[src/rtl/cla_multiword_add_seq.sv]
// cla_multiword_add_seq: WORDS x 32-bit add/subtract sequenced over one 32-bit CLA
// Ports:
//   clk_i, rst_ni                 clock, synchronous active-low reset
//   req_valid_i / req_ready_o     operand handshake (ready only in IDLE)
//   a_i, b_i, cin_i, sub_i        operands, carry-in (add only), subtract select
//   res_valid_o / res_ready_i     result handshake
//   sum_o, cout_o, ovf_o          result, carry out of MSB, signed overflow
//   busy_o                        high while an operation is running or held
module cla_adder_32bit (
    input  logic [31:0] a_i,
    input  logic [31:0] b_i,
    input  logic        c_i,
    output logic [31:0] s_o,
    output logic        c_o,
    output logic        P_o,
    output logic        G_o
);
    logic [31:0] w_p, w_g, w_c;
    logic [7:0]  w_gp, w_gg;
    logic [8:0]  w_gc, w_gacc;
    assign w_p       = a_i ^ b_i;
    assign w_g       = a_i & b_i;
    assign w_gc[0]   = c_i;
    assign w_gacc[0] = 1'b0;
    for (genvar j = 0; j < 8; j++) begin : g_grp
        localparam int K = 4 * j;
        assign w_c[K]   = w_gc[j];
        assign w_c[K+1] = w_g[K] | (w_p[K] & w_gc[j]);
        assign w_c[K+2] = w_g[K+1] | (w_p[K+1] & w_g[K]) | (w_p[K+1] & w_p[K] & w_gc[j]);
        assign w_c[K+3] = w_g[K+2] | (w_p[K+2] & w_g[K+1]) | (w_p[K+2] & w_p[K+1] & w_g[K])
                        | (w_p[K+2] & w_p[K+1] & w_p[K] & w_gc[j]);
        assign w_gp[j]  = &w_p[K+:4];
        assign w_gg[j]  = w_g[K+3] | (w_p[K+3] & w_g[K+2]) | (w_p[K+3] & w_p[K+2] & w_g[K+1])
                        | (w_p[K+3] & w_p[K+2] & w_p[K+1] & w_g[K]);
        // group-level lookahead: carry into the next nibble from group P/G
        assign w_gc[j+1]   = w_gg[j] | (w_gp[j] & w_gc[j]);
        assign w_gacc[j+1] = w_gg[j] | (w_gp[j] & w_gacc[j]);
    end
    assign s_o = w_p ^ w_c;
    assign c_o = w_gc[8];
    assign P_o = &w_gp;
    assign G_o = w_gacc[8];
endmodule

module cla_multiword_add_seq #(
    parameter int WORDS = 4
) (
    input  logic                 clk_i,
    input  logic                 rst_ni,
    input  logic                 req_valid_i,
    output logic                 req_ready_o,
    input  logic [32*WORDS-1:0]  a_i,
    input  logic [32*WORDS-1:0]  b_i,
    input  logic                 cin_i,
    input  logic                 sub_i,
    output logic                 res_valid_o,
    input  logic                 res_ready_i,
    output logic [32*WORDS-1:0]  sum_o,
    output logic                 cout_o,
    output logic                 ovf_o,
    output logic                 busy_o
);
    localparam int IW = $clog2(WORDS);
    typedef enum logic [1:0] {IDLE, RUN, DONE} state_t;
    state_t              r_state;
    logic [32*WORDS-1:0] r_a, r_b, r_sum;
    logic                r_carry, r_cout, r_ovf, r_ready, r_valid, r_busy;
    logic [IW-1:0]       r_idx;
    logic [31:0]         w_a, w_b, w_s;
    logic                w_cout, w_unused_p, w_unused_g;
    assign w_a = r_a[32*r_idx +: 32];
    assign w_b = r_b[32*r_idx +: 32];
    cla_adder_32bit u_cla (
        .a_i (w_a),
        .b_i (w_b),
        .c_i (r_carry),
        .s_o (w_s),
        .c_o (w_cout),
        .P_o (w_unused_p),
        .G_o (w_unused_g)
    );
    always_ff @(posedge clk_i) begin
        if (!rst_ni) begin
            r_state <= IDLE;
            r_a     <= '0;
            r_b     <= '0;
            r_sum   <= '0;
            r_carry <= 1'b0;
            r_cout  <= 1'b0;
            r_ovf   <= 1'b0;
            r_idx   <= '0;
            r_ready <= 1'b1;
            r_valid <= 1'b0;
            r_busy  <= 1'b0;
        end else begin
            case (r_state)
                IDLE: if (req_valid_i) begin
                    r_a     <= a_i;
                    r_b     <= sub_i ? ~b_i : b_i;
                    r_carry <= sub_i | cin_i;
                    r_idx   <= '0;
                    r_ready <= 1'b0;
                    r_busy  <= 1'b1;
                    r_state <= RUN;
                end
                RUN: begin
                    r_sum[32*r_idx +: 32] <= w_s;
                    r_carry <= w_cout;
                    if (r_idx == IW'(WORDS - 1)) begin
                        // carry into the MSB is a^b^s there; overflow is that xor carry out
                        r_cout  <= w_cout;
                        r_ovf   <= w_cout ^ (w_a[31] ^ w_b[31] ^ w_s[31]);
                        r_valid <= 1'b1;
                        r_state <= DONE;
                    end else begin
                        r_idx <= r_idx + IW'(1);
                    end
                end
                DONE: if (res_ready_i) begin
                    r_valid <= 1'b0;
                    r_busy  <= 1'b0;
                    r_ready <= 1'b1;
                    r_state <= IDLE;
                end
                default: r_state <= IDLE;
            endcase
        end
    end
    assign req_ready_o = r_ready;
    assign res_valid_o = r_valid;
    assign busy_o      = r_busy;
    assign sum_o       = r_sum;
    assign cout_o      = r_cout;
    assign ovf_o       = r_ovf;
endmodule

[config.mk]
export PLATFORM = sky130hd
export DESIGN_NAME = cla_multiword_add_seq
export DESIGN_NICKNAME = d
export VERILOG_FILES = /design/src/rtl/cla_multiword_add_seq.sv
export SDC_FILE = /design/constraint.sdc
export NUM_CORES = 1
export LEC_CHECK = 0
export ABC_AREA = 1
export BUFFER_PORTS_ARGS = -buffer_cell sky130_fd_sc_hd__buf_2
export CAP_MARGIN = 20
export CORE_ASPECT_RATIO = 0.75
export CORE_MARGIN = 2
export CORE_UTILIZATION = 50
export DETAILED_ROUTE_END_ITERATION = 10
export GPL_TIMING_DRIVEN = 1
export PLACE_DENSITY = 0.72
export SLEW_MARGIN = 20
export SYNTH_ARGS = -nofsm -noshare
export SYNTH_HDL_FRONTEND = slang
export SYNTH_SLANG_ARGS = --single-unit
export TNS_END_PERCENT = 100
[constraint.sdc]
create_clock -name clk_i -period 7.7 [get_ports clk_i]
set_clock_uncertainty 0.05 [all_clocks]
set_input_delay 0.385 -clock clk_i [delete_from_list [all_inputs] [get_ports clk_i]]
set_output_delay 0.385 -clock clk_i [all_outputs]
set_load 0.03 [all_outputs]
==> impl_metrics.prom, run 1 <==
# TYPE chip_impl_metric gauge
chip_impl_metric{name="netlist.area_leader.share",unit="%"} 43.9
chip_impl_metric{name="worst_slew_pin_slew",unit="ps"} 1140
chip_impl_metric{name="power_leakage",unit="nW"} 9.07
chip_impl_info{name="cts_root_buffer",value="clkbuf_16"} 1
chip_impl_info{name="critPathKind",value="register to register"} 1
chip_impl_info{name="hold_path_class",value="primary input to register"} 1
chip_impl_metric{name="postRouteAntennaNets",unit=""} 0
chip_impl_metric{name="syn-num-nets",unit=""} 2664
chip_impl_info{name="yosysMostFrequentCell",value="nor2_1"} 1
chip_impl_info{name="synthFlopType",value="dfxtp_1"} 1
chip_impl_metric{name="cp_data_arrival_time",unit="ps"} 5050
chip_impl_metric{name="ys_ff_latch",unit=""} 394
chip_impl_metric{name="first_iter_violations",unit=""} 1658
chip_impl_metric{name="global_route_wire_length_before_repair",unit="mm"} 90.2
chip_impl_metric{name="core_region_area",unit="sq um"} 35700
chip_impl_metric{name="netlist_area",unit="sq um"} 18000
chip_impl_metric{name="critPathRequiredTime",unit="ps"} 8120
chip_impl_metric{name="total_setup_buffers_inserted_after_cts",unit=""} 0
chip_impl_metric{name="timing.setup.tns",unit="ps"} 0
chip_impl_metric{name="grt.overflow.total",unit=""} 0
chip_impl_metric{name="cts-hold-fix-buffers",unit=""} 0
chip_impl_metric{name="synthesis_to_finish_area_growth",unit="%"} 18.9
chip_impl_metric{name="fillerInstances",unit=""} 3271
chip_impl_metric{name="globalplace.congestion",unit=""} 0.927
chip_impl_metric{name="wire_per_inst",unit="um"} 18.9
chip_impl_metric{name="via_per_inst",unit=""} 5.57
chip_impl_metric{name="remaining_drc_errors",unit=""} 0
chip_impl_metric{name="synth.avg_cell_area",unit="sq um"} 7.63
chip_impl_metric{name="final_number_of_max_transition_violations",unit=""} 0
chip_impl_metric{name="ioPinCount",unit=""} 395
chip_impl_metric{name="routed_wirelength",unit="mm"} 58.9
chip_impl_metric{name="finalHoldViolations",unit=""} 0
chip_impl_metric{name="clk_latency",unit="ps"} 540
chip_impl_metric{name="cts-buffers-inserted",unit=""} 39
chip_impl_info{name="critical_path.startpoint_type",value="register"} 1
chip_impl_metric{name="maximum_number_of_pins_on_one_net_before_global_route_repair",unit=""} 200
chip_impl_info{name="grt_setup_unrepaired",value="false"} 1
chip_impl_metric{name="clk_path_buf_depth",unit=""} 3
chip_impl_metric{name="util_after_layout",unit="%"} 60.0
chip_impl_metric{name="synth_seq_area_share",unit="%"} 43.9
chip_impl_metric{name="postSynth.asyncResetShare",unit="%"} 0
chip_impl_metric{name="rows",unit=""} 60
chip_impl_metric{name="grt_antenna_before_repair",unit=""} 14
chip_impl_metric{name="first_pass_iters",unit=""} 6
chip_impl_info{name="yosys-top-cells-area",value="dfxtp_1 (44%), nor2_1 (12%), o21ai_0 (7.1%)"} 1
chip_impl_metric{name="vdd_drop_max",unit="V"} 0.000146
chip_impl_metric{name="setup_violations",unit=""} 0
chip_impl_metric{name="buffer_ports.inserted",unit=""} 394
chip_impl_metric{name="first_global_vias",unit=""} 16009
chip_impl_metric{name="vias",unit=""} 17386
chip_impl_metric{name="chipWidth",unit="um"} 223
chip_impl_metric{name="regArea",unit="sq um"} 7890
chip_impl_info{name="cts_tree",value="yes"} 1
chip_impl_metric{name="drv.max_cap_violation_count",unit=""} 0
chip_impl_metric{name="power-per-cell-area",unit="nW/um^2"} 261
chip_impl_metric{name="grtUsageTotal",unit="%"} 30.6
chip_impl_metric{name="post_route_cells_drive_above_1_share",unit="%"} 19.6
chip_impl_metric{name="power",unit="mW"} 5.58
chip_impl_metric{name="synth-edff-count",unit=""} 0
chip_impl_metric{name="worst_slew_margin_rel",unit="%"} 24.1
chip_impl_metric{name="yosys_warnings",unit=""} 0
chip_impl_metric{name="initial_core_util",unit="%"} 50.4
chip_impl_metric{name="crit_path_max_fanout",unit=""} 102
chip_impl_info{name="yosys-top-cells-count",value="nor2_1 (552), dfxtp_1 (394), o21ai_0 (255), nand2_1 (243), clkbuf_1 (170)"} 1
chip_impl_info{name="crit_path_end_kind",value="register"} 1
chip_impl_metric{name="die_height",unit="um"} 168
chip_impl_metric{name="period_needed",unit="ps"} 4630
chip_impl_metric{name="ctsResizeCount",unit=""} 0
chip_impl_metric{name="fp.dieArea",unit="sq um"} 37500
chip_impl_info{name="run_status",value="complete, no violations"} 1
chip_impl_metric{name="clkTransAtPathRegs",unit="ps"} 60
chip_impl_info{name="yosys.area.top_type",value="dfxtp_1"} 1
chip_impl_metric{name="multiInputGateArea",unit="sq um"} 9110
chip_impl_metric{name="post-route-period-util",unit="%"} 60.1
chip_impl_metric{name="final_nets",unit=""} 2926
chip_impl_metric{name="fmaxAchievable",unit="MHz"} 216
chip_impl_metric{name="syn_inst",unit=""} 2356
chip_impl_metric{name="detailed_place_hpwl",unit="mm"} 40.2
chip_impl_metric{name="cts_sinks",unit=""} 394
chip_impl_metric{name="post_synth_num_cell_types",unit=""} 36
chip_impl_metric{name="h-tree-depth",unit=""} 2
[per-layer routing]
metal	routed length [um]	part of all wire, %	vias to the layer above	track usage [%]
li1	-	-	8370	-
met5	10	0.017	-	0
met2	26400	45	757	47.6
met3	5000	8.5	112	6.65
met4	1980	3.4	2	11.6
met1	25500	43	8145	41.7
[placed cells by master (no fill, tap or decap), types with 45 or more instances in the layout]
| cell | count |
|---|---|
| nor2_1 | 551 |
| dfxtp_1 | 392 |
| buf_2 | 392 |
| o21ai_0 | 255 |
| nand2_1 | 242 |
| xnor2_1 | 131 |
| a21oi_1 | 129 |
| a211oi_1 | 125 |
| inv_1 | 65 |
| o22ai_1 | 58 |
| nand3_1 | 45 |
[path summary, 6_finish.rpt]
path	startpoint	end	slack, ps	cells past startpoint
worst max-delay path	r_idx[0]	sum_o[124]	3070	19
worst min-delay path	a_i[91]	r_a[91]	50	3
worst max register to register	r_idx[0]	sum_o[124]	3070	19
worst min register to register	req_ready_o	req_ready_o	410	2
[where the power goes]
part           switching (mW)  leakage (nW)  internal (mW)
registers              0.0777          3.24           2.18
logic                   0.902          5.18          0.429
clock network           0.808         0.652           1.18
[per-stage QoR]
stage          cells  hold slack [ps]  cell area (sq um)  setup WS (ps)
2_1_floorplan   2356              380              18000           4040
3_3_place_gp    3041              389              20000           3190
3_5_place_dp    3041              394              20000           3110
4_1_cts         3110             32.2              21300           3080
5_1_grt         3122             54.1              21400           2680
6_report        3123             45.0              21400           3070
[flip-flops by register name, summed over array words and instances, names as in the netlist]
register	flops
ovf_o	1
r_b	128
r_a	128
r_state	2
res_valid_o	1
busy_o	1
req_ready_o	1
r_idx	2
r_carry	1
cout_o	1
sum_o	128
[logic make-up after synthesis]
logic type,count (synthesis),share of synthesized area (%)
AND/OR/NAND/NOR,906,20.4
adder cells (fa/ha/maj),46,3.53
flip-flops,394,43.9
XOR/XNOR,145,7.15
buffers and inverters,262,5.59
AO/OA/AOI/OAI,603,19.5
[critical path: stages (launching register included)]
cell and delay, ps:
dfxtp_4 660, buf_4 900, o21ai_0 170, o22ai_1 260, ha_1 350, a21oi_1 260, o21ai_0 100, a21oi_1 240
nand2_4 100, nand2_4 80, nand2_4 60, nand2_2 80, nand2_4 70, nand2_4 70, nand2_4 60, inv_1 70
fa_1 420, nor3_1 260, a22oi_1 120, nor2_1 120
[area by class of cell]
type	instances	share of cell area (%)
multi-input cells	1700	42.6
flip-flops and latches	394	36.9
repair buffers	414	10.1
clock buffers	63	5.70
well taps	465	2.72
inverters	69	1.30
clock inverters	6	0.509
diodes	12	0.140
No activity file was read; power rests on OpenSTA's default activity.
==> run 2, diff against run 1 <==
Clock period 7.7 ns to 4.3 ns, I/O delays scaled along.
==> run 2 against run 1 <==
Compared with the run above:
- sequential cell count stayed put
- wire length up 9.4%
- first-iteration DRC count up 15%
- cell area rose by 12%
- clock-buffer cell count increased by 1
- sequential share of layout area fell by 3.9 points
- hold slack got worse by 25 ps
- die area unchanged
- register-to-register slack got worse by 2800 ps
- combinational power rose by 100%
- power is 82% higher
- critical endpoint is now sum_o[125]
==> impl_metrics.prom, run 2 (synthesized netlist as in run 1, its figures left out) <==
# TYPE chip_impl_metric gauge
chip_impl_info{name="run_status",value="complete, no violations"} 1
chip_impl_metric{name="post_route_cells_drive_above_1_share",unit="%"} 18.1
chip_impl_metric{name="grt.overflow.total",unit=""} 0
chip_impl_metric{name="crit_path_max_fanout",unit=""} 143
chip_impl_metric{name="worst_r2r_path_depth",unit=""} 26
chip_impl_metric{name="postRouteAntennaNets",unit=""} 0
chip_impl_metric{name="power-per-cell-area",unit="nW/um^2"} 425
chip_impl_metric{name="synthesis_to_finish_area_growth",unit="%"} 33.0
chip_impl_metric{name="fillerInstances",unit=""} 2913
chip_impl_metric{name="place_worst_setup_slack",unit="ps"} 385
chip_impl_metric{name="placed_cell_areas",unit="sq um"} 20100
chip_impl_metric{name="fp.dieArea",unit="sq um"} 37500
chip_impl_metric{name="detailed_place_hpwl",unit="mm"} 40.9
chip_impl_metric{name="routed_wirelength",unit="mm"} 64.5
chip_impl_metric{name="h-tree-depth",unit=""} 2
chip_impl_metric{name="via_per_inst",unit=""} 5.57
chip_impl_info{name="most_frequent_cells_in_the_layout",value="nor2_1 (551), dfxtp_1 (392), buf_2 (392)"} 1
chip_impl_metric{name="globalplace.congestion",unit=""} 0.896
chip_impl_info{name="crit_path_end_kind",value="register"} 1
chip_impl_info{name="hold_path_class",value="primary input to register"} 1
chip_impl_metric{name="power_leakage",unit="nW"} 10.1
chip_impl_metric{name="timing.setup.tns",unit="ps"} 0
chip_impl_metric{name="core_region_area",unit="sq um"} 35700
chip_impl_metric{name="grtUsageTotal",unit="%"} 33.3
chip_impl_info{name="critPathKind",value="register to register"} 1
chip_impl_metric{name="final_number_of_max_transition_violations",unit=""} 0
chip_impl_metric{name="worstHoldPathCells",unit=""} 3
chip_impl_metric{name="cts-hold-fix-buffers",unit=""} 251
chip_impl_metric{name="critPathRequiredTime",unit="ps"} 4700
chip_impl_metric{name="initial_core_util",unit="%"} 50.4
chip_impl_metric{name="final_nets",unit=""} 3188
chip_impl_metric{name="maximum_number_of_pins_on_one_net_before_global_route_repair",unit=""} 187
chip_impl_metric{name="remaining_drc_errors",unit=""} 0
chip_impl_info{name="cts_tree",value="yes"} 1
chip_impl_info{name="cts_root_buffer",value="clkbuf_16"} 1
chip_impl_metric{name="cp_data_arrival_time",unit="ps"} 4380
chip_impl_metric{name="grt_antenna_before_repair",unit=""} 5
chip_impl_metric{name="ctsResizeCount",unit=""} 0
chip_impl_metric{name="final.hold.worst_slack",unit="ps"} 19.9
chip_impl_metric{name="die_height",unit="um"} 168
chip_impl_metric{name="first_pass_iters",unit=""} 8
chip_impl_metric{name="vias",unit=""} 18825
chip_impl_metric{name="worst_slew_pin_slew",unit="ps"} 1080
chip_impl_info{name="critical_path.startpoint_type",value="register"} 1
chip_impl_info{name="grt_setup_unrepaired",value="false"} 1
chip_impl_metric{name="chipWidth",unit="um"} 223
chip_impl_metric{name="clk_latency",unit="ps"} 540
chip_impl_metric{name="setup_violations",unit=""} 0
chip_impl_metric{name="util_after_layout",unit="%"} 67.1
chip_impl_metric{name="post-route-period-util",unit="%"} 92.6
chip_impl_metric{name="buffer_ports.inserted",unit=""} 394
chip_impl_metric{name="wire_per_inst",unit="um"} 19.1
chip_impl_metric{name="clk_path_buf_depth",unit=""} 3
chip_impl_metric{name="total_setup_buffers_inserted_after_cts",unit=""} 0
chip_impl_metric{name="fmaxAchievable",unit="MHz"} 251
chip_impl_metric{name="first_global_vias",unit=""} 18209
chip_impl_metric{name="clkTransAtPathRegs",unit="ps"} 60
chip_impl_metric{name="cts-buffers-inserted",unit=""} 40
chip_impl_metric{name="period_needed",unit="ps"} 3980
chip_impl_info{name="layout_commonest_cell",value="nor2_1"} 1
chip_impl_metric{name="cts_sinks",unit=""} 394
chip_impl_metric{name="drv.max_cap_violation_count",unit=""} 0
chip_impl_metric{name="ioPinCount",unit=""} 395
chip_impl_metric{name="setup_ws",unit="ps"} 318
chip_impl_metric{name="finalHoldViolations",unit=""} 0
chip_impl_metric{name="worst_slew_margin_rel",unit="%"} 28.0
chip_impl_metric{name="global_route_wire_length_before_repair",unit="mm"} 98.9
chip_impl_metric{name="vdd_drop_max",unit="V"} 0.000272
chip_impl_metric{name="finish.instance_area",unit="sq um"} 23900
chip_impl_metric{name="first_iter_violations",unit=""} 1913
chip_impl_metric{name="rows",unit=""} 60
[run 2: changes by cell type in the layout (fill, tap and decap cells not counted), sizes merged]
cell,delta
dlygate4sd3,+251
buf,+10
diode,-7
bufinv,-2
clkbuf,+1
clkinvlp,+1
[run 2: area by class of cell]
| class | instances | area (sq um) | share of cell area (%) |
|---|---|---|---|
| multi-input combinational | 1700 | 9110 | 38.1 |
| sequential | 394 | 7890 | 33.0 |
| clock buffer | 64 | 1210 | 5.08 |
| tap | 465 | 582 | 2.43 |
| inverter | 69 | 279 | 1.17 |
| clock inverter | 5 | 52.6 | 0.220 |
| antenna | 5 | 12.5 | 0.0523 |
| timing repair buffer | 675 | 4770 | 19.9 |
[run 2: metal layers]
| layer | wire length, um | vias up | global-route usage [%] |
|---|---|---|---|
| li1 | - | 8899 | - |
| met1 | 25900 | 8748 | 41.5 |
| met2 | 29800 | 953 | 54.5 |
| met3 | 5680 | 223 | 8.03 |
| met4 | 3120 | 2 | 16.0 |
| met5 | 8 | - | 0 |
[run 2: final timing paths]
check / to / slack, ps / from
worst min register to register: req_ready_o / 400 / req_ready_o
worst min-delay path: r_b[82] / 20 / b_i[82]
worst max-delay path: sum_o[125] / 320 / r_idx[0]
worst max register to register: sum_o[125] / 320 / r_idx[0]
[run 2: through the flow]
step                      power (mW)  std cells
final                           10.2       3377
after global placement          6.47       3052
after detailed placement        6.52       3052
after CTS                       10.1       3372
after floorplan                 5.64       2356
after global routing            10.6       3376
[run 2: report_power, final]
group | internal [mW] | switching [mW]
clock | 1.99 | 1.45
combinational | 0.931 | 1.74
sequential | 3.90 | 0.144
[run 2: critical path: stages (launching register included)]
cell and delay [ps]:
dfxtp_4 380, buf_12 400, o21ai_0 190, o22ai_1 230, ha_1 230, inv_1 60, nand2_2 100, nand3_2 100
nand2_2 100, nand2_2 50, nand2_2 90, nand2_2 70, nand2_4 90, nand2_4 60, nand2_4 100, nand2_4 60
nand2_4 80, nand2_2 60, nand2_4 90, nand2_4 60, nand2_4 100, inv_1 60, fa_1 370, xor2_1 190
nor3_1 230, nand2_1 90, a21oi_1 140
